**src/rtl/food_sprite_painter.sv**
```systemverilog
// Paints a PIXELS_WIDTH x PIXELS_WIDTH sprite: fg inside a circle (dist^2 < radius_sq), bg outside.
// Latency: first write presented the cycle after start; one pixel per accepted write, done one cycle after the last write.
// Backpressure: wr_ready low holds wr_x/wr_y/wr_data/wr_en stable; scan resumes without bubbles once wr_ready returns.
//
// Ports:
//   clk, rst_n                      clock, asynchronous active-low reset
//   start                           paint request, honoured only in IDLE
//   center_x/_y, radius_sq          circle geometry, latched at start
//   fg_color, bg_color              inside/outside colours, latched at start
//   wr_ready                        sprite memory accepts the current write
//   wr_en, wr_x, wr_y, wr_data      registered write request (y is the fast index)
//   busy, done                      sprite in progress / one-cycle completion pulse
module food_sprite_painter #(
    parameter int PIXELS_WIDTH     = 80,
    parameter int REL_BITS         = 7,
    parameter int PIXEL_COLOR_BITS = 8
) (
    input  logic                        clk,
    input  logic                        rst_n,
    input  logic                        start,
    input  logic [REL_BITS-1:0]         center_x,
    input  logic [REL_BITS-1:0]         center_y,
    input  logic [15:0]                 radius_sq,
    input  logic [PIXEL_COLOR_BITS-1:0] fg_color,
    input  logic [PIXEL_COLOR_BITS-1:0] bg_color,
    input  logic                        wr_ready,
    output logic                        wr_en,
    output logic [REL_BITS-1:0]         wr_x,
    output logic [REL_BITS-1:0]         wr_y,
    output logic [PIXEL_COLOR_BITS-1:0] wr_data,
    output logic                        busy,
    output logic                        done
);

    // Sum width: at least 2*REL_BITS+3, and always wider than radius_sq so the compare is lossless.
    localparam int SUM_W  = (2 * REL_BITS + 3 > 16) ? 2 * REL_BITS + 3 : 17;
    localparam int PROD_W = 2 * REL_BITS + 2;
    localparam logic [REL_BITS-1:0] LAST = REL_BITS'(PIXELS_WIDTH - 1);

    typedef enum logic [1:0] {
        IDLE  = 2'd0,
        PAINT = 2'd1,
        DONE  = 2'd2
    } state_t;

    state_t                        state_q, state_d;
    logic [REL_BITS-1:0]           x_q, x_d;
    logic [REL_BITS-1:0]           y_q, y_d;
    logic [PIXEL_COLOR_BITS-1:0]   data_q, data_d;
    logic                          wr_en_q, wr_en_d;
    logic                          busy_q, busy_d;
    logic                          done_q, done_d;
    logic [REL_BITS-1:0]           cx_q, cx_d;
    logic [REL_BITS-1:0]           cy_q, cy_d;
    logic [15:0]                   rsq_q, rsq_d;
    logic [PIXEL_COLOR_BITS-1:0]   fg_q, fg_d;
    logic [PIXEL_COLOR_BITS-1:0]   bg_q, bg_d;
    logic [REL_BITS-1:0]           nx, ny;

    // Offsets are formed one bit wider and signed so a centre near either edge
    // yields the true negative offset; squares are taken after sign extension
    // to a width that cannot overflow.
    function automatic logic [PIXEL_COLOR_BITS-1:0] pixel_color(
        input logic [REL_BITS-1:0]         px,
        input logic [REL_BITS-1:0]         py,
        input logic [REL_BITS-1:0]         cx,
        input logic [REL_BITS-1:0]         cy,
        input logic [15:0]                 rsq,
        input logic [PIXEL_COLOR_BITS-1:0] fg,
        input logic [PIXEL_COLOR_BITS-1:0] bg
    );
        logic signed [REL_BITS:0]   dx;
        logic signed [REL_BITS:0]   dy;
        logic signed [PROD_W-1:0]   dxe;
        logic signed [PROD_W-1:0]   dye;
        logic [SUM_W-1:0]           sum;
        dx  = $signed({1'b0, px}) - $signed({1'b0, cx});
        dy  = $signed({1'b0, py}) - $signed({1'b0, cy});
        dxe = {{(REL_BITS + 1){dx[REL_BITS]}}, dx};
        dye = {{(REL_BITS + 1){dy[REL_BITS]}}, dy};
        sum = SUM_W'($unsigned(dxe * dxe)) + SUM_W'($unsigned(dye * dye));
        return (sum < {{(SUM_W - 16){1'b0}}, rsq}) ? fg : bg;
    endfunction

    // Next scan coordinate, y fastest.
    always_comb begin
        nx = x_q;
        ny = y_q + 1'b1;
        if (y_q == LAST) begin
            ny = '0;
            nx = x_q + 1'b1;
        end
    end

    always_comb begin
        state_d = state_q;
        x_d     = x_q;
        y_d     = y_q;
        data_d  = data_q;
        wr_en_d = wr_en_q;
        busy_d  = busy_q;
        done_d  = 1'b0;
        cx_d    = cx_q;
        cy_d    = cy_q;
        rsq_d   = rsq_q;
        fg_d    = fg_q;
        bg_d    = bg_q;
        case (state_q)
            IDLE: begin
                if (start) begin
                    cx_d    = center_x;
                    cy_d    = center_y;
                    rsq_d   = radius_sq;
                    fg_d    = fg_color;
                    bg_d    = bg_color;
                    x_d     = '0;
                    y_d     = '0;
                    // Params are not latched yet, so colour (0,0) from the live inputs.
                    data_d  = pixel_color('0, '0, center_x, center_y, radius_sq,
                                          fg_color, bg_color);
                    wr_en_d = 1'b1;
                    busy_d  = 1'b1;
                    state_d = PAINT;
                end
            end
            PAINT: begin
                if (wr_ready) begin
                    if (x_q == LAST && y_q == LAST) begin
                        wr_en_d = 1'b0;
                        busy_d  = 1'b0;
                        done_d  = 1'b1;
                        state_d = DONE;
                    end else begin
                        x_d    = nx;
                        y_d    = ny;
                        data_d = pixel_color(nx, ny, cx_q, cy_q, rsq_q, fg_q, bg_q);
                    end
                end
            end
            DONE: begin
                // start is deliberately ignored here; a new sprite begins only from IDLE.
                state_d = IDLE;
            end
            default: begin
                state_d = IDLE;
                wr_en_d = 1'b0;
                busy_d  = 1'b0;
            end
        endcase
    end

    always_ff @(posedge clk or negedge rst_n) begin
        if (!rst_n) begin
            state_q <= IDLE;
            x_q     <= '0;
            y_q     <= '0;
            data_q  <= '0;
            wr_en_q <= 1'b0;
            busy_q  <= 1'b0;
            done_q  <= 1'b0;
            cx_q    <= '0;
            cy_q    <= '0;
            rsq_q   <= '0;
            fg_q    <= '0;
            bg_q    <= '0;
        end else begin
            state_q <= state_d;
            x_q     <= x_d;
            y_q     <= y_d;
            data_q  <= data_d;
            wr_en_q <= wr_en_d;
            busy_q  <= busy_d;
            done_q  <= done_d;
            cx_q    <= cx_d;
            cy_q    <= cy_d;
            rsq_q   <= rsq_d;
            fg_q    <= fg_d;
            bg_q    <= bg_d;
        end
    end

    assign wr_en   = wr_en_q;
    assign wr_x    = x_q;
    assign wr_y    = y_q;
    assign wr_data = data_q;
    assign busy    = busy_q;
    assign done    = done_q;

endmodule

```
**config.mk**
```make
export PLATFORM = sky130hd
export DESIGN_NAME = food_sprite_painter
export DESIGN_NICKNAME = d
export VERILOG_FILES = /design/src/rtl/food_sprite_painter.sv
export SDC_FILE = /design/constraint.sdc
export NUM_CORES = 1
export LEC_CHECK = 0
export ABC_AREA = 1
export CORE_AREA = 2 2 190 192
export CTS_BUF_LIST = sky130_fd_sc_hd__clkbuf_2 sky130_fd_sc_hd__clkbuf_4 sky130_fd_sc_hd__clkbuf_8
export DETAILED_ROUTE_END_ITERATION = 7
export DIE_AREA = 0 0 192 194
export GPL_ROUTABILITY_DRIVEN = 0
export HOLD_SLACK_MARGIN = 0.02
export PLACE_DENSITY_LB_ADDON = 0.3
export SLEW_MARGIN = 30
export SYNTH_ARGS = -nofsm -noshare
export SYNTH_HDL_FRONTEND = slang
export SYNTH_SLANG_ARGS = --single-unit
```
**constraint.sdc**
```tcl
create_clock -name clk -period 23.2 [get_ports clk]
set_input_delay 3.48 -clock clk [delete_from_list [all_inputs] [get_ports clk]]
set_output_delay 3.48 -clock clk [all_outputs]
set_load 0.01 [all_outputs]
```
# Word level (Yosys, flattened, before mapping)
# Index checks and enable logic that the tools add are counted.
# word_totals
word_cells,67
input_bits,50
out_inout_bits,25
regBits,72
# op_classes
n_mux,26
n_mul,4
reduce_logical,7
n_eq_ne,8
n_addsub,8
order_cmp,2
n_bitwise,1
# ops
operator,count
$mul A8 B8 Y16,4
$mux W7,7
$mux W8,5
$add A16 B16 Y17,2
$lt A17 B16 Y1,2
$pmux W7 S2,2
$pmux W8 S2,1
$sub A1 B7 Y8 const A,2
$sub A7 B7 Y8,2
$add A7 B1 Y7 const B,2
$eq A7 B7 Y1 const B,2
$ne A2 B2 Y1 const B,4
$reduce_and A4 Y1,2
$mux W1,6
$mux W2,3
$pmux W2 S2,1
$pmux W1 S3,1
$reduce_and A3 Y1,1
$eq A2 B1 Y1 const B,1
$eq A2 B2 Y1 const B,1
$logic_not A2 Y1,1
$reduce_and A2 Y1,1
$reduce_bool A2 Y1,1
$logic_and A1 B1 Y1,1
$not A1 Y1,1

# Logic depth before layout (Yosys ltp)
# Gate-level depths: netlist (run 1).
# logic_depth
word_depth,10
depth_mapped,53
depth_no_buf,53

# Least setup slack after synthesis (run 1)
# No wires, ideal clock.
# synth_path
path_kind,input to register
startpoint,input port center_y[0]
endpoint,register data_q[0] (netlist: wr_data[0])
required_ps,23135
n_path_buf,0
setup_time_ps,65
path_stages,35
arrival_time_ps,9709
path_slack_ps,13426
cell_sequence,inv_1 ha_1 xnor2_1 inv_1 nor2_1 fa_1 fa_1 fa_1 fa_1 ha_1 nand2_1 nor3_1 nand2_1 o211ai_1 a21o_1 a21oi_1 xnor2_1 ha_1 inv_1 nor3_1 nand4_1 o21ai_0 xor2_1 ha_1 nor2_1 nand3_1 nor2_1 o21ai_1 inv_2 nand2_1 nand2_1 nand3_1 nand2_1 nand2_1 nand2_1
# synth_via
elab_chain_len,7
# synth_rtl
element,line,text
start: declaration,22,"input logic [REL_BITS-1:0] center_y,"
$sub A1 B7 Y8,78,"dy = $signed({1'b0, py}) - $signed({1'b0, cy});"
$mul A8 B8 Y16,81,sum = SUM_W'($unsigned(dxe * dxe)) + SUM_W'($unsigned(dye * dye));
$add A16 B16 Y17,81,
$lt A17 B16 Y1,82,"return (sum < {{(SUM_W - 16){1'b0}}, rsq}) ? fg : bg;"
$mux W8,82,
$mux W8,110,if (start) begin
$pmux W8 S2,108,case (state_q)
end signal: assignment,170,data_q <= data_d;
end: declaration,49,"logic [PIXEL_COLOR_BITS-1:0] data_q, data_d;"
# No other way between the ends. The select of a mux whose other input is x is not followed.
# A chain may end at the register's enable or synchronous reset.

# Final worst setup path (run 1)
# Same ends and word-level chain as after synthesis.

==> results of run 1 <==
## per-layer routing
| metal | vias to the layer above | wire (um) |
|---|---|---|
| met3 | 38 | 740 |
| met5 | - | 0 |
| met4 | 0 | 576 |
| met2 | 148 | 16300 |
| met1 | 5435 | 15000 |
| li1 | 5717 | - |
## per-stage QoR
step / worst slack, ps / hold slack [ps] / instances
5_1_grt: 11090 / 518 / 2354
4_1_cts: 11900 / 491 / 2354
3_5_place_dp: 11560 / 474 / 2338
6_report: 11840 / 489 / 2354
2_1_floorplan: 13430 / 453 / 1823
3_3_place_gp: 11900 / 469 / 2338
## placed cells by master, fill, tap and decap left out, types with 39 or more instances in the layout
cell,instances
sky130_fd_sc_hd__xor2_1,75
sky130_fd_sc_hd__o21ai_0,77
sky130_fd_sc_hd__fa_1,178
sky130_fd_sc_hd__ha_1,194
sky130_fd_sc_hd__xnor2_1,39
sky130_fd_sc_hd__inv_1,467
sky130_fd_sc_hd__a21oi_1,90
sky130_fd_sc_hd__nor2_1,130
sky130_fd_sc_hd__nand3_1,67
sky130_fd_sc_hd__clkdlybuf4s50_1,73
sky130_fd_sc_hd__nand2_1,286
sky130_fd_sc_hd__dfrtp_1,72
## logic make-up (layout without fill, tap and decap cells)
| family | after synthesis | after routing | share of synthesized area [%] |
|---|---|---|---|
| buffers and inverters | 494 | 564 | 13.2 |
| adders and majority gates | 372 | 372 | 41.9 |
| AOI/OAI and AO/OA | 234 | 234 | 9.26 |
| and+or+nand+nor | 533 | 533 | 15.6 |
| DFF | 72 | 72 | 12.6 |
| xor gates and xnor gates | 117 | 117 | 7.33 |
| muxes | 1 | 1 | 0.0788 |
## sequential cells by signal, summed over array words and instances (netlist names)
| register | count |
|---|---|
| rsq_q | 16 |
| done | 1 |
| wr_data | 8 |
| fg_q | 8 |
| busy | 1 |
| cx_q | 7 |
| cy_q | 7 |
| state_q | 2 |
| bg_q | 8 |
| wr_x | 7 |
| wr_y | 7 |
## tightest hold or removal path: stages (launching register included)
cell	delay [ps]
sky130_fd_sc_hd__dfrtp_1	350
sky130_fd_sc_hd__nand2_1	50
sky130_fd_sc_hd__o21ai_0	60
## layout make-up
class	instances	share of cell area [%]
Sequential cell	72	11.5
Tap cell	461	3.67
Timing Repair Buffer	75	4.77
Multi-Input combinational cell	1257	67.5
Clock buffer	9	0.788
Inverter	473	11.3
Clock inverter	7	0.501
## worst min-delay path by stage
stage | from | end | slack, ps
after floorplan | bg_q[0]$_DFFE_PN0P_ | bg_q[0]$_DFFE_PN0P_ | 450
after global placement | fg_q[4]$_DFFE_PN0P_ | fg_q[4]$_DFFE_PN0P_ | 470
after detailed placement | rsq_q[5]$_DFFE_PN0P_ | rsq_q[5]$_DFFE_PN0P_ | 470
after CTS | rsq_q[5]$_DFFE_PN0P_ | rsq_q[5]$_DFFE_PN0P_ | 490
after global routing | fg_q[0]$_DFFE_PN0P_ | fg_q[0]$_DFFE_PN0P_ | 520
final | fg_q[6]$_DFFE_PN0P_ | fg_q[6]$_DFFE_PN0P_ | 490
==> reports/results.txt, run 1 <==
Measured against its own limit, the worst slew margin works out to 41.4%. The cell row count is 69, and the maximum level of the CTS H-tree is 3. The startpoint identified for the worst register-to-register timing path is wr_y[0]$_DFFE_PN0P_.

In the post-synthesis netlist, the biggest area contributors are sky130_fd_sc_hd__fa_1 25%, sky130_fd_sc_hd__ha_1 17%, sky130_fd_sc_hd__dfrtp_1 13%. At the worst endpoint, the required time is 23510 ps. The total via count in the routed design came out at 11300.

Clock tree synthesis selected as its root buffer the cell sky130_fd_sc_hd__clkbuf_8. The area growth from synthesis to layout is 9.98%. After synthesis, flip-flops and latches occupy 12.6% of the total area. For flop-to-flop paths, the worst setup slack is 13520 ps.

Max-cap violations in this run came to 0. Of all nets on the critical path, the largest fanout is 9. Sorting the synthesized cells by how often they occur yields 467 x sky130_fd_sc_hd__inv_1, 287 x sky130_fd_sc_hd__nand2_1, 194 x sky130_fd_sc_hd__ha_1, 178 x sky130_fd_sc_hd__fa_1, 130 x sky130_fd_sc_hd__nor2_1. After detailed routing, the average wire length per cell comes to 13.9 um.

The cell family contributing the most delay on the critical path is adder cells. The die covers 37200 um^2. Hold repair after CTS inserted 0 buffers. The global routing stage identified its most utilized layer as met2. The flow ran to the end, and the final reports show no timing, DRC or antenna violations. For the count of instances resized after the clock tree is built, the log shows 0. After filler insertion, the fill cell instance count of the layout stands at 3535. The synthesized design devotes to its leading area cell type 24.9% of total area. Synthesis inferred 72 register bits. The tools report the end of the worst register-to-register path as wr_data[2]$_DFFE_PN0P_. The run gives 2245 as the total nets after synthesis. The worst setup path is of the in2reg kind. The overall overflow remaining after global route is 0. The most common cell in the netlist was sky130_fd_sc_hd__inv_1. In this run the cell area measured after placement is 15500 um^2. In this run the deepest clock path goes through 2 buffers.

Buffers inserted during clock tree synthesis total 9. On the worst path, the slowest cell contributes a delay of 760 ps. The fraction of layout cells with a size suffix above 1 was 2.91%.

The number of cells traversed by the worst register-to-register path works out to 51. The initial DRC count was 526; the final standard cell area without fillers was 15700 um^2. Of all flip-flops after synthesis, the portion carrying an async set or reset was 100%. On the critical path, the stage with the largest delay is an instance of sky130_fd_sc_hd__clkdlybuf4s50_1.

The run gives 370 ps as the later-pin clock latency in the skew report. The routed design could run at a clock period as short as 11360 ps. A synthesized cell averages 7.84 um^2. The tools report the count of unresolved DRC violations after routing as 0.

The total global routing track utilization is 18.4%. Data arrives at the worst endpoint at 11670 ps. The multi-input combinational cells in the finished layout cover a total of 10600 um^2. The die is 194 um tall. The tools report the instance count of the mapped netlist as 1823. Timing would allow up to 0.0880 GHz. Dividing the final minimum period by the clock period gives 49.0%. For met2 alone, demand over resource in global routing was 32.3%. After detailed routing, the number of vias per cell comes to 4.82. The largest net degree at the start of global routing is 74. The aggregate routed wire length was 32.6 mm. Type of origin of the critical path: an input pin.

The tightest min-delay check is of the reg2reg type. The share of the core filled with cells in the final layout is 44.6%. The initial utilization of the core area, before any placement, comes to 40.6%. The biggest area contributor in the post-synthesis netlist is sky130_fd_sc_hd__fa_1. The number of cells traversed by the worst hold path is 2, and the total count of hold-check failures in the final report is 0.

The clock net in this run drives a total of 72 sinks. In this run the worst setup path terminates at wr_data[0]$_DFFE_PN0P_. After clock tree synthesis, the clock-pin slew on the worst setup and hold paths is 90 ps. Setup repair after global routing left no endpoint under its margin. TritonCTS built the clock tree. The tools report the setup fix buffers added after clock tree synthesis as 0. Counting buffers and inverters, the worst setup path is 36 cells deep. The most critical setup path has its startpoint at center_y[0].

Among the stages of the critical path, the cell type that occurs most often is sky130_fd_sc_hd__nand2_1. The number of antenna diodes in the final layout is 0. The number of nets with antenna violations after routing was 0; the top-level port count was 75. The number of input and output port buffers inserted is 74, and the register area is 1800 um^2. The run gives 28.4 mm as the half-perimeter wire length after detailed placement.

The die extent in x came out at 192 um. The aggregate negative setup slack was 0 ps; the worst clock skew was 22.1 ps. For the pin with the worst max-slew slack, the measured transition is 876 ps.

Counting both buffers and inverters, the worst setup path holds a total of 5. The total setup violations reported at the end of the flow is 0, and the initial antenna violation count is 0. The tools report the final-report max-slew violation count as 0. The logs give 11600 for the via count of the first global-routing pass and 5 for the length of the first detailed-routing pass in iterations. The mapped netlist covers 14300 um^2. The count of flip-flops with a built-in enable after synthesis was 0; the number of different library cells in the post-synthesis netlist was 52. The logs give 2310 for the final-stage net count and 1.03% for the met3 track demand over resource. The first-pass GRT wire length was 55.6 mm.

The worst setup path is captured at a flip-flop. Most instantiated flip-flop cell in the synthesis netlist: sky130_fd_sc_hd__dfrtp_1. Global routing used 24.7% of the available met1 tracks.

The logs give 0 for the number of warnings issued by yosys and 35200 um^2 for the area inside the core boundary.
Power of run 1 is left out: the tool's default activity adds up to more than one toggle a clock period on the data nets, which glitch-free logic cannot reach.
==> run 2: changes to the inputs <==
==> constraint.sdc (replaced) <==
create_clock -name clk -period 9.78 [get_ports clk]
set_input_delay 1.467 -clock clk [delete_from_list [all_inputs] [get_ports clk]]
set_output_delay 1.467 -clock clk [all_outputs]
set_load 0.01 [all_outputs]
==> reports/results.txt, run 2 (same netlist as run 1, synthesis figures left out) <==
The post-layout worst setup margin came out at 842 ps (was 11840 ps). The routed design could run at a clock period as short as 8940 ps. The logs give 450 ps (was 11560 ps) for the worst setup timing slack at the placement stage and 15800 um^2 (was 15700 um^2) for the final standard cell area without fillers.

The die extent in x is 192 um (unchanged). The largest register by flop count is rsq_q (unchanged). The count of antenna diodes in the layout was 0 (unchanged). The aggregate routed wire length is 32.6 mm (about the same). The final-report max-slew violation count came out at 0 (unchanged). The cell row count was 69 (unchanged).

The global-route layer with the greatest usage was met2 (unchanged). The fraction of layout cells with a size suffix above 1 is 3.47% (was 2.91%), and the total clock sinks is 72 (unchanged). The number of buffers inserted by hold repair at cts is 0 (unchanged), and the detailed-route wire length per cell is 13.8 um (was 13.9 um). The logs give 10080 ps (was 23510 ps) for the critical path required time and 35200 um^2 (unchanged) for the area inside the core boundary. The area growth from synthesis to layout is 10.7% (was 9.98%), and the aggregate negative setup slack is 0 ps (unchanged). The via count of the first global-routing pass is 11800 (was 11600), and the via count normalized by instance count is 4.82 (about the same).

The run gives 28.6 mm (was 28.4 mm) as the half-perimeter wire length after detailed placement. The run gives 2317 (was 2310) as the final-stage net count. The overall die area was 37200 um^2 (unchanged). The tools report the cell chosen for the clock root as sky130_fd_sc_hd__clkbuf_8 (unchanged).

The sort of element at the end of the critical path was a flip-flop (unchanged). The run gives 3 (unchanged) as the maximum level of the CTS H-tree. Fill cell total of the finished layout: 3570 (was 3535). For the effective utilization at floorplan, the log shows 40.6% (unchanged).

For the maximum number of buffers from clock root to sink, the log shows 2 (unchanged). The leading cell type in the layout, fill and taps excluded is sky130_fd_sc_hd__inv_1 (unchanged). Setup repair after global routing left no endpoint under its margin. The worst clock skew is 17.7 ps (was 22.1 ps). TritonCTS built the clock tree.

The TritonCTS buffer count came out at 9 (unchanged). The later-pin clock latency in the skew report was 360 ps (was 370 ps). The flip-flop count of the largest register, all copies and words added works out to 16 (unchanged).

The total via count in the routed design is 11400 (was 11300), and the number of nets with antenna violations after routing is 0 (unchanged). The arrival time at the worst endpoint came out at 9240 ps (was 11670 ps). The cell at the slowest stage of the critical path is sky130_fd_sc_hd__clkdlybuf4s50_1 (unchanged). Most frequent cells in the layout: 467 x sky130_fd_sc_hd__inv_1, 285 x sky130_fd_sc_hd__nand2_1, 194 x sky130_fd_sc_hd__ha_1 (was 467 x sky130_fd_sc_hd__inv_1, 286 x sky130_fd_sc_hd__nand2_1, 194 x sky130_fd_sc_hd__ha_1). The tools report the length of the first detailed-routing pass in iterations as 5 (unchanged). The transition time at the pin with the least slew margin is 894 ps (was 876 ps). The run gives 0 (unchanged) as the total count of hold-check failures in the final report. Classification of the worst-slack hold path: reg2reg (unchanged). For the top-level port count, the log shows 75 (unchanged).

The type of origin of the critical path is an input pin (unchanged). Met2 routing resource usage after global routing: 33.1% (was 32.3%). The run gives 638 (was 526) as the initial DRC count. The CTS clock-pin slew for the worst setup and hold paths was 90 ps (about the same); the worst slew margin relative to its limit was 40.2% (was 41.4%). Most repeated library cell on the critical path: sky130_fd_sc_hd__nand2_1 (unchanged). Kind of critical path: in2reg (unchanged).

Vertical die dimension: 194 um (unchanged). The largest driver fanout on the critical path was 9 (unchanged). The flow ran to the end, and the final reports show no timing, DRC or antenna violations. The tools report the max-capacitance violation count as 0 (unchanged).

The total setup violations reported at the end of the flow came out at 0 (unchanged). The total global routing track utilization was 18.5% (was 18.4%); the total placed instance area was 15600 um^2 (was 15500 um^2). The count of unresolved DRC violations after routing came out at 0 (unchanged). Number of input and output port buffers inserted: 74 (unchanged).

The logs give 24.4% (was 24.7%) for the met1 track demand over resource and 0.112 GHz for the top achievable clock speed. The post-route fraction of the period consumed by the critical path is 91.4%. The peak per-stage delay on the critical path is 640 ps (was 760 ps), and the overall overflow remaining after global route is 0 (unchanged). For the met3 track demand over resource, the log shows 1.05% (was 1.03%). The run gives 56.2 mm (was 55.6 mm) as the first-pass GRT wire length. The largest net degree at the start of global routing is 73 (was 74). The initial antenna violation count is 0 (unchanged).
[run 2: what timing repair did]
item | CTS | global route
setup buffers | 0 | 2
endpoints found under the setup margin | 0 | 8
resized for setup | 0 | 7
[run 2: metrics by stage]
step	util, %	std cells	hold slack (ps)
final	44.9	2361	485
after CTS	44.8	2359	488
after global routing	44.9	2361	501
after global placement	44.1	2343	467
after floorplan	-	1823	453
after detailed placement	44.1	2343	465
[run 2: metal layers]
| layer | wire, um | vias up |
|---|---|---|
| li1 | - | 5727 |
| met1 | 15000 | 5503 |
| met2 | 16700 | 119 |
| met3 | 510 | 26 |
| met4 | 501 | 0 |
| met5 | 0 | - |
[run 2: critical path, delay by kind of cell]
kind / cells / cell delay, ps
AO/OA/AOI/OAI: 6 / 1100
XOR/XNOR: 2 / 210
adder cells (fa/ha/maj): 8 / 3090
buffers and inverters: 8 / 1270
AND/OR/NAND/NOR: 20 / 2070
[run 2: path summary, 6_finish.rpt]
| check | start | to | cells after the start | slack, ps |
|---|---|---|---|---|
| worst max-delay path | center_x[0] | wr_data[0]$_DFFE_PN0P_ | 44 | 840 |
| worst min-delay path | wr_data[6]$_DFFE_PN0P_ | wr_data[6]$_DFFE_PN0P_ | 2 | 480 |
| worst max register to register | wr_y[0]$_DFFE_PN0P_ | wr_data[0]$_DFFE_PN0P_ | 49 | 880 |
| worst min register to register | wr_data[6]$_DFFE_PN0P_ | wr_data[6]$_DFFE_PN0P_ | 2 | 480 |
| max in group asynchronous | rst_n | rsq_q[14]$_DFFE_PN0P_ | 1 | 8180 |
| min in group asynchronous | rst_n | done$_DFF_PN0_ | 1 | 1100 |
[run 2: cell type report]
cell class / instances / area [um^2] / share of cell area [%]
Sequential cell: 72 / 1800 / 11.4
Tap cell: 461 / 577 / 3.64
Timing Repair Buffer: 82 / 802 / 5.07
Clock buffer: 10 / 131 / 0.830
Clock inverter: 6 / 91.3 / 0.577
Multi-Input combinational cell: 1257 / 10600 / 67.3
Inverter: 473 / 1780 / 11.2
Power of run 2 is left out for the same reason.
==> run 3: changes to the inputs <==
--- a/config.mk
+++ b/config.mk
@@ -11,6 +11,7 @@
 export DETAILED_ROUTE_END_ITERATION = 7
 export DIE_AREA = 0 0 192 194
 export GPL_ROUTABILITY_DRIVEN = 0
+export GPL_TIMING_DRIVEN = 0
 export HOLD_SLACK_MARGIN = 0.02
 export PLACE_DENSITY_LB_ADDON = 0.3
 export SLEW_MARGIN = 30
==> reports/results.txt, run 3 (same netlist as run 1, synthesis figures left out) <==
The post-layout worst setup margin was 639 ps (was 842 ps). The total via count in the routed design was 11500 (was 11400); the fill cell total of the finished layout was 3521 (was 3570). The final-stage net count was 2344 (was 2317).

Most frequent cells in the layout: 464 x sky130_fd_sc_hd__inv_1, 286 x sky130_fd_sc_hd__nand2_1, 193 x sky130_fd_sc_hd__ha_1 (was 467 x sky130_fd_sc_hd__inv_1, 285 x sky130_fd_sc_hd__nand2_1, 194 x sky130_fd_sc_hd__ha_1). The shortest clock period the worst path allows after layout came out at 9140 ps (was 8940 ps). The transition time at the pin with the least slew margin is 667 ps (was 894 ps). The total clock sinks is 72 (unchanged). The type of origin of the critical path was an input pin (unchanged).

The maximum level of the CTS H-tree is 3 (unchanged), and the post-route fraction of the period consumed by the critical path is 93.5% (was 91.4%). The launch instance of the worst register-to-register path was wr_y[0]$_DFFE_PN0P_ (unchanged). The critical path required time was 10090 ps (was 10080 ps). The leading cell type in the layout, fill and taps excluded was sky130_fd_sc_hd__inv_1 (unchanged).

The tools report the initial antenna violation count as 0 (unchanged). The run gives 0 (unchanged) as the number of buffers inserted by hold repair at cts. Total setup violations reported at the end of the flow: 0 (unchanged).

Number of nets with antenna violations after routing: 0 (unchanged). The total global routing track utilization was 18.8% (was 18.5%); the area inside the core boundary was 35200 um^2 (unchanged). The number of cells traversed by the worst register-to-register path is 52 (was 49), and the total count of hold-check failures in the final report is 0 (unchanged). The tools report the maximum number of buffers from clock root to sink as 2 (unchanged). Worst slew margin relative to its limit: 55.4% (was 40.2%). The later-pin clock latency in the skew report came out at 360 ps (about the same). The detailed-route wire length per cell was 13.8 um (about the same); the final standard cell area without fillers was 16000 um^2 (was 15800 um^2).

The most repeated library cell on the critical path was sky130_fd_sc_hd__nand2_1 (unchanged). The logs give 5 (unchanged) for the length of the first detailed-routing pass in iterations and 0 (unchanged) for the count of antenna diodes in the layout. The logs give 740 ps (was 880 ps) for the flop-to-flop setup slack and 0 (unchanged) for the overall overflow remaining after global route.

The area growth from synthesis to layout came out at 12.2% (was 10.7%). The final-report max-slew violation count came out at 0 (unchanged). For the arrival time at the worst endpoint, the log shows 9450 ps (was 9240 ps).

The capture endpoint of the worst hold path was rsq_q[13]$_DFFE_PN0P_ (was wr_data[6]$_DFFE_PN0P_). The total placed instance area was 15600 um^2 (about the same); the peak per-stage delay on the critical path was 550 ps (was 640 ps). The kind of critical path is in2reg (unchanged). The fraction of layout cells with a size suffix above 1 was 4.57% (was 3.47%). TritonCTS built the clock tree. Max-capacitance violation count: 0 (unchanged). The tools report the startpoint of the worst hold path as rsq_q[13]$_DFFE_PN0P_ (was wr_data[6]$_DFFE_PN0P_). For the effective utilization at floorplan, the log shows 40.6% (unchanged). Number of input and output port buffers inserted: 74 (unchanged).

The run finished with clean final reports. The half-perimeter wire length after detailed placement came out at 28.5 mm (was 28.6 mm). The end of the worst register-to-register path is wr_data[0]$_DFFE_PN0P_ (unchanged). The count of unresolved DRC violations after routing was 0 (unchanged).

The tools report the cell row count as 69 (unchanged). The number of cells traversed by the worst hold path was 2 (unchanged). Largest register by flop count: rsq_q (unchanged). The overall die area was 37200 um^2 (unchanged); the final instance count without filler cells was 2388 (was 2361). The TritonCTS buffer count is 9 (unchanged), and the via count of the first global-routing pass is 12100 (was 11800).

The run gives -325 ps (was 450 ps) as the worst setup timing slack at the placement stage. The top achievable clock speed is 0.109 GHz (was 0.112 GHz), and the initial DRC count is 646 (was 638). The CTS clock-pin slew for the worst setup and hold paths is 80 ps (was 90 ps).

The tools report the cell chosen for the clock root as sky130_fd_sc_hd__clkbuf_8 (unchanged). The run gives 14.4 ps (was 17.7 ps) as the worst clock skew. The die extent in x works out to 192 um (unchanged). The cell at the slowest stage of the critical path was sky130_fd_sc_hd__clkdlybuf4s50_1 (unchanged).

The flip-flop count of the largest register, all copies and words added works out to 16 (unchanged). The vertical die dimension was 194 um (unchanged). Sort of element at the end of the critical path: a flip-flop (unchanged). The classification of the worst-slack hold path was reg2reg (unchanged). The aggregate routed wire length was 32.9 mm (was 32.6 mm); the top-level port count was 75 (unchanged). The logs give 57.1 mm (was 56.2 mm) for the first-pass GRT wire length and 49 (was 73) for the largest net degree at the start of global routing.

The cell count after placement was 2359 (was 2343). The via count normalized by instance count is 4.83 (was 4.82), and the largest driver fanout on the critical path is 9 (unchanged).
[run 3: changes by cell type in the layout (fill, tap and decap cells not counted), sizes merged]
cell           change
clkinv             -1
clkdlybuf4s50      -1
inv                -1
clkbuf            +16
buf               +11
clkinvlp           +3
dlymetal6s2s       +1
bufinv             -1
[run 3: worst max-delay path, delay by kind of cell]
family / cells / cell delay [ps]
AND/OR/NAND/NOR: 18 / 2060
adder cells (fa/ha/maj): 8 / 3110
XOR/XNOR: 2 / 210
AO/OA/AOI/OAI: 7 / 1330
buffers and inverters: 8 / 1240
[run 3: how the worst max path moves through the flow]
stage	startpoint	to	cells after the start
5_1_grt	center_x[0]	wr_data[2]$_DFFE_PN0P_	43
3_3_place_gp	center_y[0]	wr_data[0]$_DFFE_PN0P_	36
4_1_cts	center_y[0]	wr_data[0]$_DFFE_PN0P_	36
2_1_floorplan	wr_y[1]$_DFFE_PN0P_	wr_data[0]$_DFFE_PN0P_	49
6_report	center_x[0]	wr_data[0]$_DFFE_PN0P_	43
3_5_place_dp	center_y[0]	wr_data[1]$_DFFE_PN0P_	36
[run 3: layer usage]
metal | GRT usage [%] | vias to the layer above | share of wire [%]
met1 | 24.4 | 5559 | 44
met4 | 4.44 | 0 | 1.8
met2 | 34.2 | 174 | 51
li1 | - | 5769 | -
met3 | 1.09 | 34 | 2.6
met5 | 0 | - | 0
[run 3: area by class of cell]
class                   count  area, um^2  area share (%)
plain buffers              21         105           0.656
clock buffers              10         131           0.819
clock inverters             6        67.6           0.421
inverters                 473        1780            11.1
multi-input cells        1257       10700            66.7
flip-flops and latches     72        1800            11.2
well taps                 461         577            3.60
repair buffers             88         878            5.48
[run 3: stage by stage]
stage / hold WS [ps] / util, % / TNS (ps)
finish: 487 / 45.5 / 0
global route: 514 / 45.5 / -14.6
CTS: 491 / 45.0 / 0
detailed placement: 469 / 44.4 / -2350
global placement: 467 / 44.3 / -2380
floorplan: 453 / - / 0
[run 3: repair_timing]
action	CTS	global route
resized for setup	0	22
setup buffers	0	13
setup endpoints to repair	0	8
Power of run 3 is left out for the same reason.
